### config.mk
export PLATFORM = sky130hd
export DESIGN_NAME = approx_mult_pipe
export DESIGN_NICKNAME = d
export VERILOG_FILES = /design/src/rtl/approx_mult_pkg.sv /design/src/rtl/approx_pp_sum.sv /design/src/rtl/approx_mult_pipe.sv
export SDC_FILE = /design/constraint.sdc
export NUM_CORES = 1
export LEC_CHECK = 0
export ABC_CLOCK_PERIOD_IN_PS = 4780
export BUFFER_PORTS_ARGS = -buffer_cell sky130_fd_sc_hd__buf_2
export CORE_ASPECT_RATIO = 0.75
export CORE_MARGIN = 2
export CORE_UTILIZATION = 50
export CTS_BUF_LIST = sky130_fd_sc_hd__clkbuf_4 sky130_fd_sc_hd__clkbuf_8
export DETAILED_ROUTE_END_ITERATION = 12
export PLACE_DENSITY = 0.68
export SYNTH_ARGS = -nofsm -noshare
export SYNTH_HDL_FRONTEND = slang
export SYNTH_SLANG_ARGS = --single-unit
### constraint.sdc
create_clock -name clk -period 4.78 [get_ports clk]
set_clock_uncertainty 0.05 [all_clocks]
set_input_delay 0.956 -clock clk [delete_from_list [all_inputs] [get_ports clk]]
set_output_delay 0.956 -clock clk [all_outputs]
set_load 0.03 [all_outputs]
### src/rtl/approx_mult_pkg.sv
// Shared constants and golden arithmetic model for the approximate multiplier.
// Latency: n/a (package).
// Backpressure: n/a (package).
//
// Contents:
//   WIDTH_MIN / WIDTH_MAX  - legal operand width range
//   APPROX_COLS_MIN        - smallest legal approximated column count (max is WIDTH)
//   approx_product()       - bit-level reference of exact / approximate product
package approx_mult_pkg;

  localparam int WIDTH_MIN       = 2;
  localparam int WIDTH_MAX       = 16;
  localparam int APPROX_COLS_MIN = 0;

  // Reference product for operands up to WIDTH_MAX bits. Partial product
  // pp(i,j) = a[i] & b[j] lands in column i+j. In approximate mode, columns
  // below k are OR-collapsed (no carry); all other columns are summed exactly.
  function automatic logic [31:0] approx_product(
    input logic [15:0] a,
    input logic [15:0] b,
    input logic        approx,
    input int          width,
    input int          k
  );
    logic [31:0] hi;
    logic [31:0] lo;
    logic [15:0] a_sh;
    logic [15:0] b_sh;
    hi = '0;
    lo = '0;
    for (int i = 0; i < width; i++) begin
      for (int j = 0; j < width; j++) begin
        a_sh = a >> i;
        b_sh = b >> j;
        if (a_sh[0] && b_sh[0]) begin
          if (approx && ((i + j) < k)) begin
            lo = lo | (32'd1 << (i + j));
          end else begin
            hi = hi + (32'd1 << (i + j));
          end
        end
      end
    end
    return hi | lo;
  endfunction

endpackage

### src/rtl/approx_pp_sum.sv
// Combinational partial-product matrix: exact product or low-column OR-approximation.
// Latency: 0 cycles (pure combinational).
// Backpressure: none; result follows inputs.
//
// Ports:
//   a_i, b_i  - unsigned operands, WIDTH bits
//   approx_i  - 1 selects the approximate product, 0 the exact product
//   result_o  - 2*WIDTH-bit product
module approx_pp_sum
  import approx_mult_pkg::*;
#(
  parameter int WIDTH       = 4,
  parameter int APPROX_COLS = 3
) (
  input  logic [WIDTH-1:0]   a_i,
  input  logic [WIDTH-1:0]   b_i,
  input  logic               approx_i,
  output logic [2*WIDTH-1:0] result_o
);

  localparam int PW = 2 * WIDTH;

  logic [PW-1:0]    hi_sum;
  logic [PW-1:0]    lo_or;
  logic [PW-1:0]    exact;
  logic [WIDTH-1:0] a_sh;
  logic [WIDTH-1:0] b_sh;
  logic             pp;

  // Walk the full matrix once. Bits in the low APPROX_COLS columns are only
  // OR-ed into their column, so nothing ever carries out of that region;
  // everything from column APPROX_COLS upward is accumulated with full carry.
  always_comb begin
    hi_sum = '0;
    lo_or  = '0;
    a_sh   = '0;
    b_sh   = '0;
    pp     = 1'b0;
    for (int i = 0; i < WIDTH; i++) begin
      for (int j = 0; j < WIDTH; j++) begin
        a_sh = a_i >> i;
        b_sh = b_i >> j;
        pp   = a_sh[0] & b_sh[0];
        if ((i + j) < APPROX_COLS) begin
          lo_or = lo_or | (PW'(pp) << (i + j));
        end else begin
          hi_sum = hi_sum + (PW'(pp) << (i + j));
        end
      end
    end
  end

  assign exact = PW'(a_i) * PW'(b_i);

  // hi_sum and lo_or occupy disjoint bit ranges, so OR is the same as add.
  assign result_o = approx_i ? (hi_sum | lo_or) : exact;

endmodule

### src/rtl/approx_mult_pipe.sv
// Two-stage pipelined WIDTH x WIDTH multiplier with per-beat exact/approximate mode.
// Latency: 2 cycles from input handshake to out_valid; 1 beat/cycle throughput.
// Backpressure: in_ready drops only when both stages hold beats and out_ready=0.
//
// Ports:
//   clk, rst                        - clock, synchronous active-high reset
//   in_valid/in_ready               - operand handshake (in_a, in_b, in_approx)
//   out_valid/out_ready             - result handshake (out_result, out_approx)
module approx_mult_pipe
  import approx_mult_pkg::*;
#(
  parameter int WIDTH       = 4,
  parameter int APPROX_COLS = 3
) (
  input  logic               clk,
  input  logic               rst,
  input  logic               in_valid,
  output logic               in_ready,
  input  logic [WIDTH-1:0]   in_a,
  input  logic [WIDTH-1:0]   in_b,
  input  logic               in_approx,
  output logic               out_valid,
  input  logic               out_ready,
  output logic [2*WIDTH-1:0] out_result,
  output logic               out_approx
);

  localparam int PW = 2 * WIDTH;

  generate
    if ((WIDTH < WIDTH_MIN) || (WIDTH > WIDTH_MAX) ||
        (APPROX_COLS < APPROX_COLS_MIN) || (APPROX_COLS > WIDTH)) begin : g_bad_param
      $error("approx_mult_pipe: illegal WIDTH=%0d / APPROX_COLS=%0d", WIDTH, APPROX_COLS);
    end
  endgenerate

  typedef struct packed {
    logic [WIDTH-1:0] a;
    logic [WIDTH-1:0] b;
    logic             approx;
  } s1_t;

  // Stage 1: captured operands
  logic          s1_vld_q, s1_vld_d;
  s1_t           s1_dat_q, s1_dat_d;

  // Stage 2: registered result
  logic          s2_vld_q, s2_vld_d;
  logic [PW-1:0] s2_res_q, s2_res_d;
  logic          s2_mode_q, s2_mode_d;

  logic          adv1;
  logic          adv2;
  logic [PW-1:0] prod;

  approx_pp_sum #(
    .WIDTH       (WIDTH),
    .APPROX_COLS (APPROX_COLS)
  ) u_pp_sum (
    .a_i      (s1_dat_q.a),
    .b_i      (s1_dat_q.b),
    .approx_i (s1_dat_q.approx),
    .result_o (prod)
  );

  always_comb begin
    // A stage may advance when it is empty or the stage after it is draining.
    adv2 = !s2_vld_q || out_ready;
    adv1 = !s1_vld_q || adv2;

    s1_vld_d  = s1_vld_q;
    s1_dat_d  = s1_dat_q;
    s2_vld_d  = s2_vld_q;
    s2_res_d  = s2_res_q;
    s2_mode_d = s2_mode_q;

    if (adv2) begin
      s2_vld_d = s1_vld_q;
      // Data only moves with a valid beat, so an empty stage 1 never
      // overwrites the held result with stale or unknown operands.
      if (s1_vld_q) begin
        s2_res_d  = prod;
        s2_mode_d = s1_dat_q.approx;
      end
    end

    if (adv1) begin
      s1_vld_d = in_valid;
      if (in_valid) begin
        s1_dat_d.a      = in_a;
        s1_dat_d.b      = in_b;
        s1_dat_d.approx = in_approx;
      end
    end
  end

  always_ff @(posedge clk) begin
    if (rst) begin
      s1_vld_q  <= 1'b0;
      s1_dat_q  <= '0;
      s2_vld_q  <= 1'b0;
      s2_res_q  <= '0;
      s2_mode_q <= 1'b0;
    end else begin
      s1_vld_q  <= s1_vld_d;
      s1_dat_q  <= s1_dat_d;
      s2_vld_q  <= s2_vld_d;
      s2_res_q  <= s2_res_d;
      s2_mode_q <= s2_mode_d;
    end
  end

  assign in_ready   = adv1;
  assign out_valid  = s2_vld_q;
  assign out_result = s2_res_q;
  assign out_approx = s2_mode_q;

`ifndef SYNTHESIS
  // Every product that moves into stage 2 must agree with the reference model.
  always_ff @(posedge clk) begin
    if (!rst && s1_vld_q && adv2) begin
      assert (32'(prod) == approx_product(16'(s1_dat_q.a), 16'(s1_dat_q.b),
                                          s1_dat_q.approx, WIDTH, APPROX_COLS))
      else $error("approx_mult_pipe: product disagrees with reference model");
    end
  end
`endif

endmodule

; ---- Yosys cells after proc, flatten, opt, wreduce, memory -nomap -nowiden
; Index checks and enable logic that the tools add are counted.
[word_totals]
register_bits = 20
inputBits = 13
output_inout_bits = 11
elab_cells = 46
[op_classes]
add_sub_neg = 9
multipliers = 1
n_mux = 1
bitwise = 22
n_reduce_logical = 6
[ops]
columns = operator, count
row1 = adder 8 x 5 -> 8 bit, 3
row2 = bitwise OR 8 x 3 -> 8 bit, 3
row3 = adder 8 x 4 -> 8 bit, 2
row4 = adder 8 x 6 -> 8 bit, 2
row5 = AND 1 bit, 16
row6 = adder 8 x 7 -> 8 bit, 1
row7 = multiplier 4 x 4 -> 8 bit, 1
row8 = two-way mux 8 bit, 1
row9 = bitwise OR 8 x 2 -> 8 bit, 1
row10 = bitwise OR 8 bit, 1
row11 = adder 4 x 4 -> 5 bit, 1
row12 = AND reduction 2 bit, 2
row13 = zero test 1 bit, 2
row14 = logical OR 1 bit, 2
row15 = bitwise OR 1 x 2 -> 2 bit, 1

; ---- Longest topological paths before layout
; Gate-level depths: netlist of the first run.
[logic_depth]
ltp_word = 12
ltp_mapped = 13
depth_no_buf = 13

; ---- Modules after synthesis
; From an unflattened synthesis of the first run, not the netlist that was laid out.
[unflattened]
cells_unflattened = 175
area_unflattened_um2 = 1557.7
[by_module_without_submodules]
columns = module, n_inst, cells_per_inst, area_per_inst_um2, seq_area_each_um2
row1 = approx_mult_pipe, 1, 89, 834.6, 400.4
row2 = approx_pp_sum, 1, 86, 723.2, 0.0

; ---- Least setup slack after synthesis of the first run
; OpenSTA, ideal clock, no wires.
[synth_timing]
path_kind = register -> register
from = register s1_dat_q[5] (netlist bit)
to = register s2_res_q[7], in the netlist out_result[7]
setup_time_ns = 0.088
arrival_time_ns = 2.795
t_required_ns = 4.642
path_slack_ns = 1.846
path_stages_with_launch = 11
path_buffers = 0
synth_period_minus_slack_ns = 2.934
path_cell_list = dfxtp_1 and2_1 inv_1 fa_1 fa_1 inv_1 ha_1 a211o_1 a21o_1 a21bo_1 a311oi_2
[synth_between]
elab_chain_cells = 12
elab_cells_between_ends = 13
cone_classes = 9 x add/sub / 1 x mul / 1 x mux / 2 x bitwise
[synth_rtl]
columns = element, line_no
row1 = from (decl), approx_mult_pipe.sv:45  ; s1_t s1_dat_q, s1_dat_d;
row2 = from (signal assigned), approx_mult_pipe.sv:106  ; s1_dat_q <= s1_dat_d;
row3 = AND 1 bit, approx_pp_sum.sv:43  ; pp = a_sh[0] & b_sh[0];
row4 = adder 4 x 4 -> 5 bit, approx_pp_sum.sv:47  ; hi_sum = hi_sum + (PW'(pp) << (i + j));
row5 = adder 8 x 5 -> 8 bit, approx_pp_sum.sv:47
row6 = adder 8 x 4 -> 8 bit, approx_pp_sum.sv:47
row7 = adder 8 x 5 -> 8 bit, approx_pp_sum.sv:47
row8 = adder 8 x 6 -> 8 bit, approx_pp_sum.sv:47
row9 = adder 8 x 4 -> 8 bit, approx_pp_sum.sv:47
row10 = adder 8 x 5 -> 8 bit, approx_pp_sum.sv:47
row11 = adder 8 x 6 -> 8 bit, approx_pp_sum.sv:47
row12 = adder 8 x 7 -> 8 bit, approx_pp_sum.sv:47
row13 = bitwise OR 8 bit, approx_pp_sum.sv:56  ; assign result_o = approx_i ? (hi_sum | lo_or) : exact;
row14 = two-way mux 8 bit (*), approx_pp_sum.sv:56
row15 = to (signal assigned), approx_mult_pipe.sv:108  ; s2_res_q <= s2_res_d;
row16 = to (decl), approx_mult_pipe.sv:49  ; logic [PW-1:0] s2_res_q, s2_res_d;
; Every way passes the cells marked *; elsewhere a longest branch is shown, timed or not.
; A chain may end at the register's enable or synchronous reset.

; ---- Worst setup path in the final report of the first run
; Same ends and word-level chain as after synthesis.

==> results of run 1 <==
## registers in the layout, summed over array words and instances, names as in the netlist
register    flops
s1_dat_q        9
out_result      8
out_approx      1
out_valid       1
s1_vld_q        1
## worst max-delay path by stage
stage,start,to,cells past startpoint
final,s1_dat_q[5]$_SDFFE_PP0P_,out_result[7]$_SDFFE_PP0P_,10
after global routing,s1_dat_q[5]$_SDFFE_PP0P_,out_result[7]$_SDFFE_PP0P_,10
after CTS,s1_dat_q[5]$_SDFFE_PP0P_,out_result[7]$_SDFFE_PP0P_,10
after detailed placement,s1_dat_q[5]$_SDFFE_PP0P_,out_result[7]$_SDFFE_PP0P_,10
after global placement,s1_dat_q[5]$_SDFFE_PP0P_,out_result[7]$_SDFFE_PP0P_,10
after floorplan,s1_dat_q[5]$_SDFFE_PP0P_,out_result[7]$_SDFFE_PP0P_,10
## placed cells by master (no fill, tap or decap), types with 2 or more instances in the layout
| cell type | Yosys | layout |
|---|---|---|
| ha_1 | 17 | 17 |
| a211oi_1 | 3 | 3 |
| a211o_1 | 2 | 2 |
| mux2i_1 | 2 | 2 |
| inv_1 | 21 | 21 |
| nand2_1 | 28 | 28 |
| clkbuf_8 | 0 | 4 |
| nor2_1 | 6 | 6 |
| a21o_1 | 2 | 2 |
| nand2b_1 | 2 | 2 |
| and2_1 | 8 | 8 |
| dfxtp_1 | 20 | 20 |
| a21oi_1 | 20 | 20 |
| nand3b_1 | 2 | 2 |
| xor2_1 | 2 | 2 |
| nand3_1 | 10 | 10 |
| buf_2 | 1 | 23 |
| fa_1 | 8 | 8 |
## tightest hold or removal path, stage by stage (launching register included)
cell,delay [ns]
dfxtp_1,0.31
nand2_1,0.05
a21oi_1,0.05
## cell families after synthesis
group	count (synthesis)
AND/OR/NAND/NOR	58
AO/OA/AOI/OAI	34
buffers and inverters	27
adder cells (fa/ha/maj)	25
flip-flops	20
XOR/XNOR	2
multiplexers	2
## cell type report
| type | instances | area [um^2] |
|---|---|---|
| timing repair buffer | 23 | 115 |
| multi-input combinational | 121 | 896 |
| fill | 255 | 1050 |
| clock buffer | 4 | 55.1 |
| inverter | 21 | 78.8 |
| sequential | 20 | 400 |
| tap | 36 | 45.0 |
## metrics by stage
step | worst slack (ns) | util | cell area, um^2 | power (W)
after floorplan | 1.85 | - | 1400 | 0.000222
after global placement | 1.79 | 0.581 | 1540 | 0.000237
after detailed placement | 1.72 | 0.581 | 1540 | 0.000238
after CTS | 1.70 | 0.602 | 1590 | 0.000367
after global routing | 1.56 | 0.602 | 1590 | 0.000383
final | 1.72 | 0.602 | 1590 | 0.000363
## power groups by stage
stage               combinational (W)  sequential [W]  clock, W
CTS                         0.0000510        0.000184  0.000132
global placement            0.0000495        0.000187         0
detailed placement          0.0000507        0.000188         0
global route                0.0000578        0.000185  0.000140
finish                      0.0000504        0.000184  0.000129
floorplan                   0.0000305        0.000192         0
## per-layer routing
layer | up-vias | GRT usage
met3 | 6 | 0.0502
met2 | 25 | 0.292
li1 | 601 | -
met5 | - | 0
met4 | 0 | 0.0451
met1 | 514 | 0.265
==> impl_metrics.tcl, run 1 <==
set metrics [dict create \
    clk_latency_ns 0.26 \
    cts.sinks 20 \
    setup_viol 0 \
    peakVddDrop_uv 210 \
    timing.fmax_mhz 326 \
    synth_cells 168 \
    regToRegStartpoint "s1_dat_q[5]$_SDFFE_PP0P_" \
    synth_compound_area_frac 0.156 \
    top_layer "met4" \
    slowest_delay_ns 0.54 \
    async_flop_share 0 \
    drc 0 \
    arrival_ns 3.19 \
    cts.hold.buffers_added 0 \
    grt_overflow_total 0 \
    grt_max_degree 23 \
    worst_setup_path_end_kind "flop" \
    r2r_slack_ns 1.72 \
    synth_cell_types 28 \
    grt_usage 0.189 \
    comb_power_share 0.139 \
    die_width_um 65.1 \
    p_per_area_nw_per_um2 228 \
    maxCapViolCount 0 \
    drt-met1-wl_mm 1.37 \
    crit_buf_inv 2 \
    hold_path_depth 2 \
    num_vias 1146 \
    yosysTopAreaCellShare 0.286 \
    cp_max_fo 5 \
    start_kind "flop" \
    grt_pass1_wl_mm 4.73 \
    placementRows 16 \
    setup_total_negative_slack_ns 0 \
    slowest_stage "fa_1" \
    drive_gt1_frac 0.153 \
    worst_hold_slack_ns 0.399 \
    slew_violations 0 \
    viasPerCell 5.09 \
    synthMuxAreaShare 0.0143 \
    cp_data_required_time_ns 4.91 \
    synthAdderAreaFrac 0.267 \
    cts_buffer_depth 2 \
    dp.cells 221 \
    die_area_um2 3240 \
    final-hold-violation-count 0 \
    totalWireLength_mm 2.64 \
    ys.flop_type "dfxtp_1" \
    cts_root_buffer "clkbuf_8" \
    critPathTopFamily "adder cells" \
    ys_seq_elements 20 \
    detail-route-antenna-nets 0 \
    nNetsFinal 228 \
    synth_top_family_by_area "adder cells" \
    start_util 0.529 \
    worstRegToRegCells 10 \
    gp_congestion 0.755 \
    synth_common_cells "28 x nand2_1, 21 x inv_1, 20 x a21oi_1, 20 x dfxtp_1, 17 x ha_1" \
    r2r-end "out_result[7]$_SDFFE_PP0P_" \
    power_frac_seq 0.506 \
    die_y_um 49.8 \
    p_sw_w 0.0000955 \
    wl_met3_um 115 \
    grt_antenna_before_repair 0 \
    synth_edf_count 0 \
    p_int_w 0.000268 \
    grt_pass1_vias 1093 \
    sw_frac_of_total 0.263 \
    num_io_pins 24 \
    port_buffers 23 \
    drtPass1Iterations 4 \
    cts_made_buffers 3 \
    power.leakage_nw 0.846 \
    dp_hpwl_mm 2.18 \
    htreeDepth 1 \
    crit_path_cell_trace "and2_1 -> inv_1 -> fa_1 -> fa_1 -> inv_1 -> ha_1 -> a211o_1 -> a21o_1 -> a21bo_1 -> a311oi_2" \
    synth.largest_area_cell "dfxtp_1" \
    core_area_um2 2640 \
    postSynthAreaPerCell_um2 8.33 \
    ys_seq_area_frac 0.286 \
    whs_endpoint "out_result[2]$_SDFFE_PP0P_" \
    syn_area_um2 1400 \
    wl_met2_mm 1.13 \
    cts_resized 0 \
    post_drt_wl_per_cell_um 11.7 \
    syn_nets 206 \
    clk_transition_reported_paths_ns 0.07 \
    synth_area_leaders "dfxtp_1 29%, ha_1 15%, fa_1 11%" \
    p_clk_frac 0.355 \
    min-delay-path-class "reg2reg" \
    antenna_cells 0 \
    final_cell_count_no_fill 225 \
    yosys.area_share.simple 0.191 \
    yosysMostFrequentCell "nand2_1" \
    min_period_ns 3.06 \
    ys_warn_count 0 \
    area_delta_synth_final_pct 13.7 \
    critPathKind "reg2reg" \
    cts_setup_buffers 0 \
    slew-limit-headroom 0.638 \
    worst_pin_slew_ns 0.542 \
    period_share 0.641 \
    drt_iter0_drc 45 \
    synth_xor_area_frac 0.0125 \
    rsz0062_at_grt "false" \
    run_status "complete, no violations" \
    cts_tree "built" \
    hp-start "out_result[2]$_SDFFE_PP0P_" \
]
Note: power is estimated with default switching activity, not from simulation.
==> inputs of run 2 (changes only) <==
--- a/config.mk
+++ b/config.mk
@@ -5,14 +5,14 @@
 export SDC_FILE = /design/constraint.sdc
 export NUM_CORES = 1
 export LEC_CHECK = 0
-export ABC_CLOCK_PERIOD_IN_PS = 4780
+export ABC_CLOCK_PERIOD_IN_PS = 2600
 export BUFFER_PORTS_ARGS = -buffer_cell sky130_fd_sc_hd__buf_2
 export CORE_ASPECT_RATIO = 0.75
 export CORE_MARGIN = 2
 export CORE_UTILIZATION = 50
 export CTS_BUF_LIST = sky130_fd_sc_hd__clkbuf_4 sky130_fd_sc_hd__clkbuf_8
 export DETAILED_ROUTE_END_ITERATION = 12
-export PLACE_DENSITY = 0.68
+export PLACE_DENSITY = 0.71
 export SYNTH_ARGS = -nofsm -noshare
 export SYNTH_HDL_FRONTEND = slang
 export SYNTH_SLANG_ARGS = --single-unit
==> constraint.sdc (replaced) <==
create_clock -name clk -period 2.6 [get_ports clk]
set_clock_uncertainty 0.05 [all_clocks]
set_input_delay 0.52 -clock clk [delete_from_list [all_inputs] [get_ports clk]]
set_output_delay 0.52 -clock clk [all_outputs]
set_load 0.03 [all_outputs]
==> run 2 against run 1 <==
  * Die area did not move
  * First-iteration DRC count fell by 11%
  * Cell area rose by 10%
  * Sequential power rose by 83%
  * The run now ends with setup timing left
==> impl_metrics.tcl, run 2 (synthesized netlist as in run 1, its figures left out) <==
set metrics [dict create \
    run_status "finished, violations left" \
    violations "setup timing" \
    slew-limit-headroom 0.660 \
    start_util 0.529 \
    critPathKind "reg2reg" \
    die_area_um2 3240 \
    viasPerCell 5.18 \
    p_per_area_nw_per_um2 438 \
    drtPass1Iterations 4 \
    use_met2 0.376 \
    power.leakage_nw 0.919 \
    fin_ws_ns -0.187 \
    final_common_cell "nand2_1" \
    core_area_um2 2640 \
    htreeDepth 1 \
    setup_viol 4 \
    clk_latency_ns 0.26 \
    timing.fmax_mhz 359 \
    largest_register "s1_dat_q" \
    maxCapViolCount 0 \
    min-delay-path-class "reg2reg" \
    num_io_pins 24 \
    cts_root_buffer "clkbuf_8" \
    peakVddDrop_uv 361 \
    grt_use_met1 0.269 \
    die_width_um 65.1 \
    arrival_ns 2.93 \
    antenna_cells 0 \
    cts_tree "built" \
    cts_made_buffers 3 \
    min_period_ns 2.79 \
    dp_hpwl_mm 2.49 \
    rsz0062_at_grt "true" \
    p_sw_w 0.000194 \
    totalWireLength_mm 3.03 \
    clk_transition_reported_paths_ns 0.08 \
    detail-route-antenna-nets 0 \
    final_cell_mix "26 x nand2_1, 23 x buf_2, 19 x inv_1, 19 x a21oi_1" \
    final-hold-violation-count 0 \
    post_drt_wl_per_cell_um 12.7 \
    slowest_stage "fa_1" \
    dp.cells 233 \
    grt_max_degree 23 \
    worst_hold_slack_ns 0.408 \
    gp_congestion 0.852 \
    cp_data_required_time_ns 2.74 \
    start_kind "flop" \
    drive_gt1_frac 0.292 \
    worst_pin_slew_ns 0.509 \
    comb_power_share 0.145 \
    grt_overflow_total 0 \
    grt_antenna_before_repair 0 \
    slowest_delay_ns 0.57 \
    drt_iter0_drc 40 \
    sw_frac_of_total 0.252 \
    port_buffers 23 \
    power_frac_seq 0.438 \
    nNetsFinal 241 \
    n_fill_cell 244 \
    die_y_um 49.8 \
    placementRows 16 \
    grt_usage 0.215 \
    grt_pass1_wl_mm 5.40 \
    crit_path_cell_trace "and2_4 -> inv_2 -> fa_1 -> fa_1 -> inv_2 -> ha_4 -> a211o_1 -> buf_4 -> a211o_1 -> a211oi_2" \
    met3_usage 0.0639 \
    cts.sinks 20 \
    p_int_w 0.000574 \
    p_clk_frac 0.418 \
    area_delta_synth_final_pct 25.3 \
    largest_reg_flops 9 \
    num_vias 1234 \
    slew_violations 0 \
    worst_setup_path_end_kind "flop" \
    grt_pass1_vias 1248 \
    cp_max_fo 2 \
    grt.busiest_layer "met2" \
    cts_buffer_depth 2 \
    period_share 1.07 \
    drc 0 \
    final_cell_count_no_fill 238 \
]
run 2: stage by stage:
step	total power [W]	setup slack, ns	TNS [ns]	util	instance area (um^2)
after global routing	0.000804	-0.280	-0.950	0.663	1750
final	0.000768	-0.187	-0.599	0.663	1750
after CTS	0.000770	-0.222	-0.618	0.658	1740
after global placement	0.000446	-0.155	-0.400	0.626	1650
after floorplan	0.000411	-0.127	-0.200	-	1430
after detailed placement	0.000451	-0.203	-0.606	0.626	1650
run 2: power by group through the flow:
stage                     sequential (W)  clock, W  combinational (W)
after detailed placement        0.000342         0           0.000109
after global placement          0.000342         0           0.000105
after floorplan                 0.000353         0          0.0000576
final                           0.000336  0.000321           0.000111
after global routing            0.000339  0.000340           0.000125
after CTS                       0.000335  0.000324           0.000111
run 2: path summary, 6_finish.rpt:
check	from	slack (ns)	end	cells after the start
max	s1_dat_q[5]$_SDFFE_PP0P_	-0.19	out_result[5]$_SDFFE_PP0P_	10
min	out_approx$_SDFFE_PP0P_	0.41	out_approx$_SDFFE_PP0P_	2
max reg2reg	s1_dat_q[5]$_SDFFE_PP0P_	-0.19	out_result[5]$_SDFFE_PP0P_	10
min reg2reg	out_approx$_SDFFE_PP0P_	0.41	out_approx$_SDFFE_PP0P_	2
run 2: what timing repair did:
| item | 4_1_cts | 5_1_grt |
|---|---|---|
| setup endpoints to repair | 4 | 5 |
| hold buffers | 0 | 0 |
| hold endpoints to repair | 0 | 0 |
| gates resized for setup | 4 | 5 |
| setup buffers | 0 | 1 |
| pin swaps | 4 | 6 |
run 2: final cells by class:
cell class                 instances  area [um^2]  share of cell area
tap                               36         45.0              0.0257
timing repair buffer              36          216               0.123
clock buffer                       3         41.3              0.0236
multi-input combinational        121          935               0.533
inverter                          21         78.8              0.0450
sequential                        20          407               0.232
clock inverter                     1         30.0              0.0171
run 2: metal layers:
| metal | vias to the layer above | part of all wire |
|---|---|---|
| met5 | - | 0 |
| met1 | 584 | 0.47 |
| met3 | 2 | 0.047 |
| met2 | 25 | 0.48 |
| met4 | 0 | 0.0026 |
| li1 | 623 | - |
run 2: worst max-delay path: cells and delay by family (launching register included):
| kind | cells | cell delay [ns] |
|---|---|---|
| buffers and inverters | 3 | 0.24 |
| AO/OA/AOI/OAI | 3 | 0.71 |
| flip-flops | 1 | 0.35 |
| adder cells (fa/ha/maj) | 3 | 1.24 |
| AND/OR/NAND/NOR | 1 | 0.15 |
==> inputs of run 3 (changes only) <==
--- a/config.mk
+++ b/config.mk
@@ -12,7 +12,7 @@
 export CORE_UTILIZATION = 50
 export CTS_BUF_LIST = sky130_fd_sc_hd__clkbuf_4 sky130_fd_sc_hd__clkbuf_8
 export DETAILED_ROUTE_END_ITERATION = 12
-export PLACE_DENSITY = 0.71
+export PLACE_DENSITY = 0.75
 export SYNTH_ARGS = -nofsm -noshare
 export SYNTH_HDL_FRONTEND = slang
 export SYNTH_SLANG_ARGS = --single-unit
==> run 3 against run 2 <==
  * Die area stayed put
  * Sequential share of layout area is 0.077 points lower
  * Critical path type unchanged
  * Utilization shrank 0.19 points
  * Combinational power about the same
  * Cell count fell by 0.42%
  * Maximum frequency barely moved
  * Register-to-register slack barely moved
  * The flow still finishes with violations (setup timing)
  * Via count is 0.97% higher
==> impl_metrics.tcl, run 3 (synthesized netlist as in run 1, its figures left out) <==
set metrics [dict create \
    p_per_area_nw_per_um2 436 \
    cts_root_buffer "clkbuf_8" \
    drt-met1-wl_mm 1.37 \
    final_cell_mix "27 x nand2_1, 23 x buf_2, 19 x a21oi_1, 18 x inv_1, 17 x dfxtp_1" \
    hold_path_depth 2 \
    start_util 0.529 \
    power.leakage_nw 0.911 \
    period_share 1.07 \
    run_status "finished, violations left" \
    core_area_um2 2640 \
    port_buffers 23 \
    grt_max_degree 23 \
    placementRows 16 \
    grt_usage 0.217 \
    die_width_um 65.1 \
    dp_hpwl_mm 2.51 \
    clk_transition_reported_paths_ns 0.08 \
    grt_pass1_vias 1243 \
    slew-limit-headroom 0.642 \
    detail-route-antenna-nets 0 \
    slew_violations 0 \
    nNetsFinal 240 \
    drive_gt1_frac 0.294 \
    cp_max_fo 2 \
    wl_met3_um 128 \
    grt_antenna_before_repair 0 \
    arrival_ns 2.92 \
    largest_register "s1_dat_q" \
    n_fill_cell 229 \
    largest_reg_flops 9 \
    area_delta_synth_final_pct 25.0 \
    cts_buffer_depth 2 \
    fin_ws_ns -0.187 \
    cp_data_required_time_ns 2.73 \
    wl_met2_mm 1.59 \
    worstRegToRegCells 10 \
    die_y_um 49.8 \
    worst_setup_path_end_kind "flop" \
    critPathKind "reg2reg" \
    grt_overflow_total 0 \
    fin_total_pwr_w 0.000763 \
    final_common_cell "nand2_1" \
    multi_input_area_um2 943 \
    totalWireLength_mm 3.10 \
    cts_setup_buffers 0 \
    top_layer "met4" \
    setup_viol 4 \
    drc 0 \
    rsz0062_at_grt "true" \
    clk_latency_ns 0.26 \
    cts_made_buffers 3 \
    post_drt_wl_per_cell_um 13.1 \
    peakVddDrop_uv 315 \
    cts.sinks 20 \
    final-hold-violation-count 0 \
    viasPerCell 5.26 \
    cts_tree "built" \
    worst_pin_slew_ns 0.537 \
    worst_hold_slack_ns 0.406 \
    maxCapViolCount 0 \
    num_vias 1246 \
    timing.fmax_mhz 359 \
    num_io_pins 24 \
    gp_congestion 0.828 \
    seq_area_um2 404 \
    min-delay-path-class "reg2reg" \
    violations "setup timing" \
    start_kind "flop" \
    min_period_ns 2.79 \
    htreeDepth 1 \
    antenna_cells 0 \
    drtPass1Iterations 4 \
    drt_iter0_drc 22 \
    grt_pass1_wl_mm 5.38 \
    die_area_um2 3240 \
]
run 3: area by class of cell:
class / count / area share
timing repair buffer: 35 / 0.117
sequential: 20 / 0.231
tap: 36 / 0.0258
clock inverter: 1 / 0.0172
clock buffer: 3 / 0.0236
inverter: 21 / 0.0451
multi-input combinational: 121 / 0.540
run 3: critical path, cell delays in order (launching register included):
cell and delay (ns):
dfxtp_2 0.34, and2_4 0.15, inv_2 0.04, fa_1 0.47
fa_1 0.53, inv_2 0.06, ha_4 0.20, a211o_1 0.28
a21o_1 0.20, a21bo_1 0.19, a311oi_2 0.21
run 3: final timing paths:
path | from | to | slack [ns]
worst max register to register | s1_dat_q[5]$_SDFFE_PP0P_ | out_result[7]$_SDFFE_PP0P_ | -0.19
worst min-delay path | out_result[2]$_SDFFE_PP0P_ | out_result[2]$_SDFFE_PP0P_ | 0.41
worst max-delay path | s1_dat_q[5]$_SDFFE_PP0P_ | out_result[7]$_SDFFE_PP0P_ | -0.19
worst min register to register | out_result[2]$_SDFFE_PP0P_ | out_result[2]$_SDFFE_PP0P_ | 0.41
run 3: repair_timing:
action | 4_1_cts | 5_1_grt
pin swaps | 7 | 1
cloned | 0 | 0
hold buffers | 0 | 0
setup endpoints to repair | 4 | 5
resized for setup | 7 | 2
run 3: layer usage:
layer | vias up | GRT usage
met5 | - | 0
met4 | 0 | 0.0451
li1 | 624 | -
met1 | 595 | 0.267
met2 | 25 | 0.390
met3 | 2 | 0.0457
run 3: per-stage QoR:
step	setup TNS, ns	utilization	setup slack [ns]	cell area (um^2)	std cells
4_1_cts	-0.551	0.658	-0.203	1740	237
5_1_grt	-0.970	0.661	-0.313	1750	237
6_report	-0.487	0.661	-0.187	1750	237
2_1_floorplan	-0.200	-	-0.127	1430	168
3_5_place_dp	-0.566	0.626	-0.199	1650	233
3_3_place_gp	-0.351	0.626	-0.141	1650	233
run 3: where the power goes:
group / total, W / switching (W) / internal, W
Clock: 0.000313 / 0.000108 / 0.000205
Combinational: 0.000114 / 0.0000666 / 0.0000475
Sequential: 0.000336 / 0.0000138 / 0.000322
